## config.mk

```make
export PLATFORM = sky130hd
export DESIGN_NAME = program_loader
export DESIGN_NICKNAME = d
export VERILOG_FILES = /design/src/rtl/program_loader.sv
export SDC_FILE = /design/constraint.sdc
export NUM_CORES = 1
export LEC_CHECK = 0
export ABC_AREA = 1
export CAP_MARGIN = 20
export CORE_UTILIZATION = 37
export CTS_BUF_LIST = sky130_fd_sc_hd__clkbuf_8 sky130_fd_sc_hd__clkbuf_16
export DETAILED_ROUTE_END_ITERATION = 16
export PLACE_DENSITY = 0.55
export SETUP_SLACK_MARGIN = 0.4
export SYNTH_ARGS = -nofsm -noshare
export SYNTH_HDL_FRONTEND = slang
export SYNTH_SLANG_ARGS = --single-unit
```

## constraint.sdc

```tcl
create_clock -name clk -period 2.9 [get_ports clk]
set_input_delay 0.435 -clock clk [delete_from_list [all_inputs] [get_ports clk]]
set_output_delay 0.435 -clock clk [all_outputs]
set_load 0.03 [all_outputs]
```

## src/rtl/program_loader.sv

```systemverilog
// program_loader: framed byte-stream boot loader for the Hack instruction ROM; holds the CPU in reset until the checksum verifies.
// Latency: each word is written (im_we pulse) the cycle after its low byte is accepted; cpu_reset falls RESET_HOLD cycles after the checksum byte.
// Backpressure: rx_ready is low only while releasing the CPU; bytes are taken on rx_valid && rx_ready.
// Ports: clk; reset (async, active-low); rx_data/rx_valid/rx_ready byte input;
//        im_d/im_address/im_we ROM write port; cpu_reset, done, error, error_code status.
module program_loader #(
    parameter int MAX_WORDS      = 32768,
    parameter int RESET_HOLD     = 4,
    parameter int TIMEOUT_CYCLES = 1000000
) (
    input  logic        clk,
    input  logic        reset,
    input  logic [7:0]  rx_data,
    input  logic        rx_valid,
    output logic        rx_ready,
    output logic [15:0] im_d,
    output logic [14:0] im_address,
    output logic        im_we,
    output logic        cpu_reset,
    output logic        done,
    output logic        error,
    output logic [1:0]  error_code
);

    localparam int TO_W   = $clog2(TIMEOUT_CYCLES + 1);
    localparam int HOLD_W = $clog2(RESET_HOLD + 1);
    localparam logic [TO_W-1:0]   TO_LAST   = TO_W'(TIMEOUT_CYCLES - 1);
    localparam logic [HOLD_W-1:0] HOLD_LAST = HOLD_W'(RESET_HOLD - 1);
    localparam logic [16:0]       MAX_LEN   = 17'(MAX_WORDS);

    typedef enum logic [3:0] {
        ST_IDLE, ST_LEN_HI, ST_LEN_LO, ST_DATA_HI, ST_DATA_LO,
        ST_CHECK, ST_RELEASE, ST_DONE, ST_ERROR
    } state_t;

    state_t state_q, state_d;
    logic [15:0]       len_q, len_d;
    logic [7:0]        hi_q, hi_d;
    logic [15:0]       word_cnt_q, word_cnt_d;
    logic [7:0]        sum_q, sum_d;
    logic [TO_W-1:0]   to_cnt_q, to_cnt_d;
    logic [HOLD_W-1:0] hold_cnt_q, hold_cnt_d;
    logic              im_we_q, im_we_d;
    logic [15:0]       im_d_q, im_d_d;
    logic [14:0]       im_address_q, im_address_d;
    logic              rx_ready_q, rx_ready_d;
    logic              cpu_reset_q, cpu_reset_d;
    logic              done_q, done_d;
    logic              error_q, error_d;
    logic [1:0]        error_code_q, error_code_d;

    logic        accept;
    logic        in_frame;
    logic [15:0] len_new;
    logic [7:0]  sum_new;

    assign accept   = rx_valid && rx_ready_q;
    assign in_frame = (state_q == ST_LEN_HI) || (state_q == ST_LEN_LO) ||
                      (state_q == ST_DATA_HI) || (state_q == ST_DATA_LO) ||
                      (state_q == ST_CHECK);
    assign len_new  = {len_q[15:8], rx_data};
    assign sum_new  = sum_q + rx_data;

    // State and datapath registers
    always_ff @(posedge clk or negedge reset) begin
        if (!reset) begin
            state_q      <= ST_IDLE;
            len_q        <= '0;
            hi_q         <= '0;
            word_cnt_q   <= '0;
            sum_q        <= '0;
            to_cnt_q     <= '0;
            hold_cnt_q   <= '0;
            im_we_q      <= 1'b0;
            im_d_q       <= '0;
            im_address_q <= '0;
            rx_ready_q   <= 1'b0;
            cpu_reset_q  <= 1'b1;
            done_q       <= 1'b0;
            error_q      <= 1'b0;
            error_code_q <= '0;
        end else begin
            state_q      <= state_d;
            len_q        <= len_d;
            hi_q         <= hi_d;
            word_cnt_q   <= word_cnt_d;
            sum_q        <= sum_d;
            to_cnt_q     <= to_cnt_d;
            hold_cnt_q   <= hold_cnt_d;
            im_we_q      <= im_we_d;
            im_d_q       <= im_d_d;
            im_address_q <= im_address_d;
            rx_ready_q   <= rx_ready_d;
            cpu_reset_q  <= cpu_reset_d;
            done_q       <= done_d;
            error_q      <= error_d;
            error_code_q <= error_code_d;
        end
    end

    // Next state and datapath
    always_comb begin
        state_d      = state_q;
        len_d        = len_q;
        hi_d         = hi_q;
        word_cnt_d   = word_cnt_q;
        sum_d        = sum_q;
        to_cnt_d     = to_cnt_q;
        hold_cnt_d   = hold_cnt_q;
        im_we_d      = 1'b0;
        im_d_d       = im_d_q;
        im_address_d = im_address_q;
        error_code_d = error_code_q;

        case (state_q)
            ST_IDLE, ST_DONE, ST_ERROR: begin
                if (accept && rx_data == 8'hA5) begin
                    state_d      = ST_LEN_HI;
                    error_code_d = 2'd0;
                end
            end
            ST_LEN_HI: begin
                if (accept) begin
                    len_d[15:8] = rx_data;
                    state_d     = ST_LEN_LO;
                end
            end
            ST_LEN_LO: begin
                if (accept) begin
                    len_d      = len_new;
                    word_cnt_d = '0;
                    sum_d      = '0;
                    if (len_new == 16'd0 || {1'b0, len_new} > MAX_LEN) begin
                        state_d      = ST_ERROR;
                        error_code_d = 2'd1;
                    end else begin
                        state_d = ST_DATA_HI;
                    end
                end
            end
            ST_DATA_HI: begin
                if (accept) begin
                    hi_d    = rx_data;
                    sum_d   = sum_new;
                    state_d = ST_DATA_LO;
                end
            end
            ST_DATA_LO: begin
                if (accept) begin
                    im_we_d      = 1'b1;
                    im_d_d       = {hi_q, rx_data};
                    im_address_d = word_cnt_q[14:0];
                    word_cnt_d   = word_cnt_q + 16'd1;
                    sum_d        = sum_new;
                    state_d      = (word_cnt_q + 16'd1 == len_q) ? ST_CHECK : ST_DATA_HI;
                end
            end
            ST_CHECK: begin
                if (accept) begin
                    if (sum_new == 8'd0) begin
                        state_d    = ST_RELEASE;
                        hold_cnt_d = '0;
                    end else begin
                        state_d      = ST_ERROR;
                        error_code_d = 2'd2;
                    end
                end
            end
            ST_RELEASE: begin
                if (hold_cnt_q == HOLD_LAST) begin
                    state_d = ST_DONE;
                end else begin
                    hold_cnt_d = hold_cnt_q + 1'b1;
                end
            end
            default: state_d = ST_IDLE;
        endcase

        // Inter-byte watchdog: counts idle cycles only while a frame is open.
        if (!in_frame || accept) begin
            to_cnt_d = '0;
        end else if (to_cnt_q == TO_LAST) begin
            state_d      = ST_ERROR;
            error_code_d = 2'd3;
        end else begin
            to_cnt_d = to_cnt_q + 1'b1;
        end
    end

    // Status outputs follow the state being entered, so they are registered with it.
    always_comb begin
        rx_ready_d  = (state_d != ST_RELEASE);
        cpu_reset_d = (state_d != ST_DONE);
        done_d      = (state_d == ST_DONE);
        error_d     = (state_d == ST_ERROR);
    end

    assign rx_ready   = rx_ready_q;
    assign im_d       = im_d_q;
    assign im_address = im_address_q;
    assign im_we      = im_we_q;
    assign cpu_reset  = cpu_reset_q;
    assign done       = done_q;
    assign error      = error_q;
    assign error_code = error_code_q;

endmodule

```

==> results.cfg, run 1 <==
[run_status]
outcome = completed

[timing]
finalMaxSlewViolations = 0
slew_headroom = 0.590
setup_viol = 0
tightest_slew_ns = 0.614
setup_total_negative_slack_ns = 0
clock.fmax_mhz = 426
rsz0062_at_grt = yes
skew_ns = 0.00788
min_period_ns = 2.35
fin_hold_ws_ns = 0.348
hold_viol_final = 0
timing.final.ws_setup_ns = 0.550
fin_crit_sh = 0.810

[synth]
async_reset_ff_frac = 1.00
synth_cell_type_count = 38
synth_fp_nets = 774
synth.most_common_cell = nand2_1
avgSynthCellArea_um2 = 7.88
ys.flop_type = dfrtp_1
synth_common_cells = 194 x nand2_1, 112 x dfrtp_1, 103 x inv_1, 80 x o21ai_0, 60 x nand3_1
synthAdderAreaFrac = 0.0266
synth-compound-area-share = 0.118
synth_warnings = 0
muxShareOfSynthArea = 0
ys_ff_latch = 113
synth_top_area_cell = dfrtp_1
synth_xor_area_frac = 0.0285
synth_top_family_by_area = simple AND/OR/NAND/NOR gates
synth_top_cell_area_share = 0.473
synth-seq-area-share = 0.478
synth_cells = 751
synthTopCellsByArea = dfrtp_1 47%, nand2_1 12%, o21ai_0 6.8%
yosys.area_share.simple = 0.274
synth_area_mm2 = 0.00592
synth_edf_count = 0

[critical_path]
crit_chain = clkdlybuf4s50_1 > ha_1 > fa_2 > xor2_1 > nor3_1 > nand3_1 > nor2_1 > nand2_2 > nand2_1 > nand2_1 > nor2_2 > inv_1 > nand2_1 > o21ai_0
crit_slowest_cell = clkdlybuf4s50_1
end_kind = flop
slowest_delay_ns = 0.42
arrival_ns = 2.65
crit_top_cell = nand2_1
cp_max_fo = 4
start_kind = primary input
critPathRequiredTime_ns = 3.20
crit_type = primary input to flop

[power_and_ir_drop]
vdd_drop_max_v = 0.000449
power.density_mw_per_mm2 = 945
power_leakage_uw = 0.00343
finalPower_uw = 6920

[grt]
antenna_found_initial = 0
grt_pass1_wl_um = 24900
grt_use_total = 0.193
grt_pass1_vias = 5121
grt_max_degree = 78
grt_overflow = 0

[placement]
detailed_place_hpwl_um = 10400
place.port_buffers = 48
place.gp.congestion = 0.901
place_ws_ns = 0.0386

[clock_tree]
clk_pin_slew_worst_paths_ns = 0.06
clk_path_buf_depth = 2
cts_tree = done
clock-sinks = 113
clock_latency_ns = 0.42
clockRootBuffer = clkbuf_16
numCtsBuffers = 17
htree_levels = 4

[layout]
multi_input_area_mm2 = 0.00267
num-fill-cells = 1549
layout.nets = 841
seq_area_mm2 = 0.00283
area_delta_synth_final_pct = 23.7
n_antenna_cell = 0
drive_gt1_frac = 0.0890

[floorplanning]
dieWidth_um = 129
initial_core_util = 0.384
rows = 45
core_area_mm2 = 0.0154
fp.dieArea_mm2 = 0.0165
dieHeight_um = 129
io_pins = 49

[drt]
drt_iter0_drc = 476
drc = 0
first_pass_iters = 5
vias = 5224
routedWlPerCell_um = 13.9
ant_nets = 0
vias_per_cell = 5.01
wirelength_um = 14500

[job]
maxCapViolations = 0

[worst_hold_path]
hold_path_class = primary input to asynchronous set/reset pin
## cells in the final DEF, fill, tap and decap left out, types with 2 or more instances in the layout
cell,n
nor2_4,5
nand3_1,59
nor2_1,51
a21oi_1,18
o2111ai_1,2
nor4_1,3
o21a_1,2
xor2_1,9
ha_1,10
nor3_2,2
nand3b_1,3
nand2_1,193
inv_6,4
nand4_1,19
clkbuf_16,17
clkinvlp_4,5
xnor2_1,4
inv_1,103
o22ai_1,14
o21ai_0,80
dfrtp_1,112
nand2_2,5
nor3_1,15
buf_4,13
o31ai_1,3
clkdlybuf4s50_1,47
o211ai_1,2
a31oi_1,2
nor2_2,6
clkinv_4,3
## critical path, delay by kind of cell
kind,cells,cell delay [ns]
simple gates,8,0.86
fa+ha+maj,2,0.59
compound gates,1,0.07
buf+inv,2,0.50
xor+xnor,1,0.18
## registers in the layout, indices dropped and copies added (netlist names), 2 cells and up
signal / flops
error_code: 2
hi_q: 8
hold_cnt_q: 3
im_address: 15
im_d: 16
len_q: 16
state_q: 4
sum_q: 8
to_cnt_q: 20
word_cnt_q: 16
## path summary, 6_finish.rpt
| kind | from | endpoint | slack [ns] | cells past startpoint |
|---|---|---|---|---|
| hold / removal | reset | im_d[12] | 0.35 | 2 |
| hold reg to reg | im_d[12] | im_d[12] | 0.47 | 2 |
| setup / recovery | rx_data[0] | hold_cnt_q[0] | 0.55 | 14 |
| setup reg to reg | sum_q[0] | hold_cnt_q[0] | 0.60 | 13 |
| min in group clk | im_d[12] | im_d[12] | 0.47 | 2 |
| max in group asynchronous | reset | cpu_reset | 1.90 | 3 |
## layout make-up
type                    instances  share of cell area
clock buffers                  18              0.0599
clock inverters                14              0.0181
inverters                     104              0.0533
multi-input cells             520               0.365
flip-flops and latches        113               0.386
well taps                     211              0.0360
repair buffers                 62              0.0816
## per-layer routing
layer / vias up / routed length, um / GRT usage / share of wire
met5: - / 0 / 0 / 0
met4: 0 / 140 / 0.0713 / 0.0097
met3: 14 / 649 / 0.0391 / 0.045
met2: 151 / 6710 / 0.314 / 0.46
met1: 2452 / 6960 / 0.256 / 0.48
li1: 2607 / - / - / -
## stage by stage
stage | instances | util | cell area, um2
after global placement | 1009 | 0.435 | 6720
after floorplan | 751 | - | 5920
after global routing | 1042 | 0.475 | 7330
after detailed placement | 1009 | 0.435 | 6720
final | 1042 | 0.475 | 7330
after CTS | 1042 | 0.473 | 7300
## cells by family after synthesis
family                     after synthesis
adders and majority gates               12
buffers and inverters                  118
and+or+nand+nor                        365
xor gates and xnor gates                16
AOI/OAI and AO/OA                      127
DFF                                    113
## where the power goes
part	internal, uW	switching [uW]
Combinational	954	1550
Sequential	2040	386
Clock	1210	785
Total	4200	2720
## what timing repair did
action / CTS / global route
endpoints found under the hold margin: 1 / 0
setup endpoints to repair: 0 / 7
gates resized for setup: 0 / 8
buffers inserted: 0 / 0
hold buffers: 1 / 0
Note: power is estimated with default switching activity, not from simulation.
==> run 2, diff against run 1 <==
--- a/config.mk
+++ b/config.mk
@@ -10,7 +10,7 @@
 export CORE_UTILIZATION = 37
 export CTS_BUF_LIST = sky130_fd_sc_hd__clkbuf_8 sky130_fd_sc_hd__clkbuf_16
 export DETAILED_ROUTE_END_ITERATION = 16
-export PLACE_DENSITY = 0.55
+export PLACE_DENSITY = 0.57
 export SETUP_SLACK_MARGIN = 0.4
 export SYNTH_ARGS = -nofsm -noshare
 export SYNTH_HDL_FRONTEND = slang
==> constraint.sdc (replaced) <==
create_clock -name clk -period 1.96 [get_ports clk]
set_input_delay 0.294 -clock clk [delete_from_list [all_inputs] [get_ports clk]]
set_output_delay 0.294 -clock clk [all_outputs]
set_load 0.03 [all_outputs]
==> results.cfg, run 2 (synthesis results as in run 1) <==
[layout]
n_antenna_cell = 0
final_common_cell = nand2_1
drive_gt1_frac = 0.309
layout_common_cells = 161 x nand2_1, 108 x dfrtp_1, 89 x inv_1
final_area_mm2 = 0.00871
layout.nets = 921
largest_reg_flops = 20
final_util = 0.564
top_register = to_cnt_q
area_delta_synth_final_pct = 47.0

[critical_path]
crit_chain = ha_2 > fa_2 > nand3_2 > nand2_2 > nand3_2 > nand2_1 > nand2_1 > nand2_1 > nor2_1 > nand2_2 > nor2_1 > nor2_1 > nand2_2 > nand3_2 > inv_1 > nand2_1
reg2reg_depth = 16
crit_top_cell = nand2_1
end_kind = flop
cp_max_fo = 4
rrSetupSlack_ns = -0.17
r2r-start = sum_q[0]
crit_slowest_cell = dfrtp_1
start_kind = flop
critPathRequiredTime_ns = 2.31
r2r-end = cpu_reset
crit_path_end = cpu_reset
crit_type = flop to flop
arrival_ns = 2.47
slowest_delay_ns = 0.38
cp-startpoint = sum_q[0]

[timing]
timing.final.ws_setup_ns = -0.168
tightest_slew_ns = 0.521
setup_viol = 12
rsz0062_at_grt = yes
fin_crit_sh = 1.09
slew_headroom = 0.653
fin_hold_ws_ns = 0.395
finalMaxSlewViolations = 0
min_period_ns = 2.13
skew_ns = 0.00848
hold_viol_final = 0
clock.fmax_mhz = 470

[clock_tree]
clock_latency_ns = 0.42
clk_pin_slew_worst_paths_ns = 0.06
clockRootBuffer = clkbuf_16
htree_levels = 4
clock-sinks = 113
numCtsBuffers = 17
cts_tree = done
clk_path_buf_depth = 2

[placement]
detailed_place_hpwl_um = 11100
place.gp.congestion = 0.911
placed_cell_area_mm2 = 0.00714
place.port_buffers = 48

[power_and_ir_drop]
power.density_mw_per_mm2 = 1360
vdd_drop_max_v = 0.000788
power_leakage_uw = 0.00426

[drt]
drc = 0
ant_nets = 0
vias = 5718
wirelength_um = 16900
drt_iter0_drc = 442
routedWlPerCell_um = 15.1
first_pass_iters = 5
vias_per_cell = 5.10

[worst_hold_path]
hold_path_class = primary input to asynchronous set/reset pin

[floorplanning]
core_area_mm2 = 0.0154
dieWidth_um = 129
fp.dieArea_mm2 = 0.0165
dieHeight_um = 129
rows = 45
io_pins = 49
initial_core_util = 0.384

[run_status]
violations = negative setup slack
outcome = finished, violations left

[grt]
grt_pass1_vias = 5440
grt_use_total = 0.202
antenna_found_initial = 0
grt_max_degree = 47
grt_pass1_wl_um = 26000
grt_overflow = 0

[job]
maxCapViolations = 0
## run 2: changes by cell type in the layout (fill, tap and decap cells not counted), sizes merged
cell	change
buf	+79
bufinv	+2
clkbuf	+1
clkdlybuf4s15	+2
clkdlybuf4s50	-42
clkinv	-2
dlygate4sd2	+37
dlymetal6s2s	+3
inv	-1
## run 2: what timing repair did
action	4_1_cts	5_1_grt
pin swaps	16	47
setup buffers	13	20
endpoints found under the setup margin	120	89
hold endpoints to repair	33	0
gates cloned	0	2
gates resized for setup	100	164
hold buffers	1	0
## run 2: report_power, final
part           total (uW)  switching, uW  internal (uW)  leakage (uW)
Clock                3170           1150           2020      0.000282
Sequential           3650            619           3030       0.00150
Combinational        4990           2870           2120       0.00248
Total               11800           4640           7170       0.00426
## run 2: routing by layer
metal / GRT usage / share of wire / up-vias
met3: 0.0407 / 0.042 / 40
li1: - / - / 2773
met5: 0 / 0 / -
met1: 0.258 / 0.45 / 2739
met2: 0.336 / 0.49 / 166
met4: 0.0830 / 0.023 / 0
## run 2: worst min-delay path by stage
stage | cells after the start | from | endpoint | slack [ns]
final | 2 | reset | hi_q[4] | 0.40
after global routing | 4 | rx_data[7] | hi_q[7] | 0.42
after CTS | 2 | reset | hi_q[4] | 0.39
after detailed placement | 1 | reset | hi_q[4] | 0.31
after global placement | 1 | reset | hi_q[4] | 0.30
after floorplan | 0 | reset | done | -0.002
## run 2: per-stage QoR
step | cells | power, uW | setup WS, ns | setup TNS, ns
floorplan | 751 | 6070 | -0.0434 | -0.0661
global placement | 1054 | 7650 | -0.599 | -6.23
detailed placement | 1054 | 7730 | -0.674 | -7.07
CTS | 1099 | 11000 | -0.181 | -1.48
global route | 1121 | 12500 | -0.322 | -3.11
finish | 1121 | 11800 | -0.168 | -1.22
## run 2: area by class of cell
class / instances / area, um2
Fill cell: 1387 / 6720
Multi-Input combinational cell: 520 / 3290
Sequential cell: 113 / 2830
Timing Repair Buffer: 142 / 1310
Clock buffer: 18 / 439
Inverter: 104 / 413
Tap cell: 211 / 264
Clock inverter: 13 / 163
## run 2: critical path, delay by kind of cell, from the launching register on
| kind | cells | cell delay [ns] |
|---|---|---|
| adder cells (fa/ha/maj) | 2 | 0.55 |
| buffers and inverters | 1 | 0.06 |
| AND/OR/NAND/NOR | 13 | 1.08 |
| flip-flops | 1 | 0.38 |
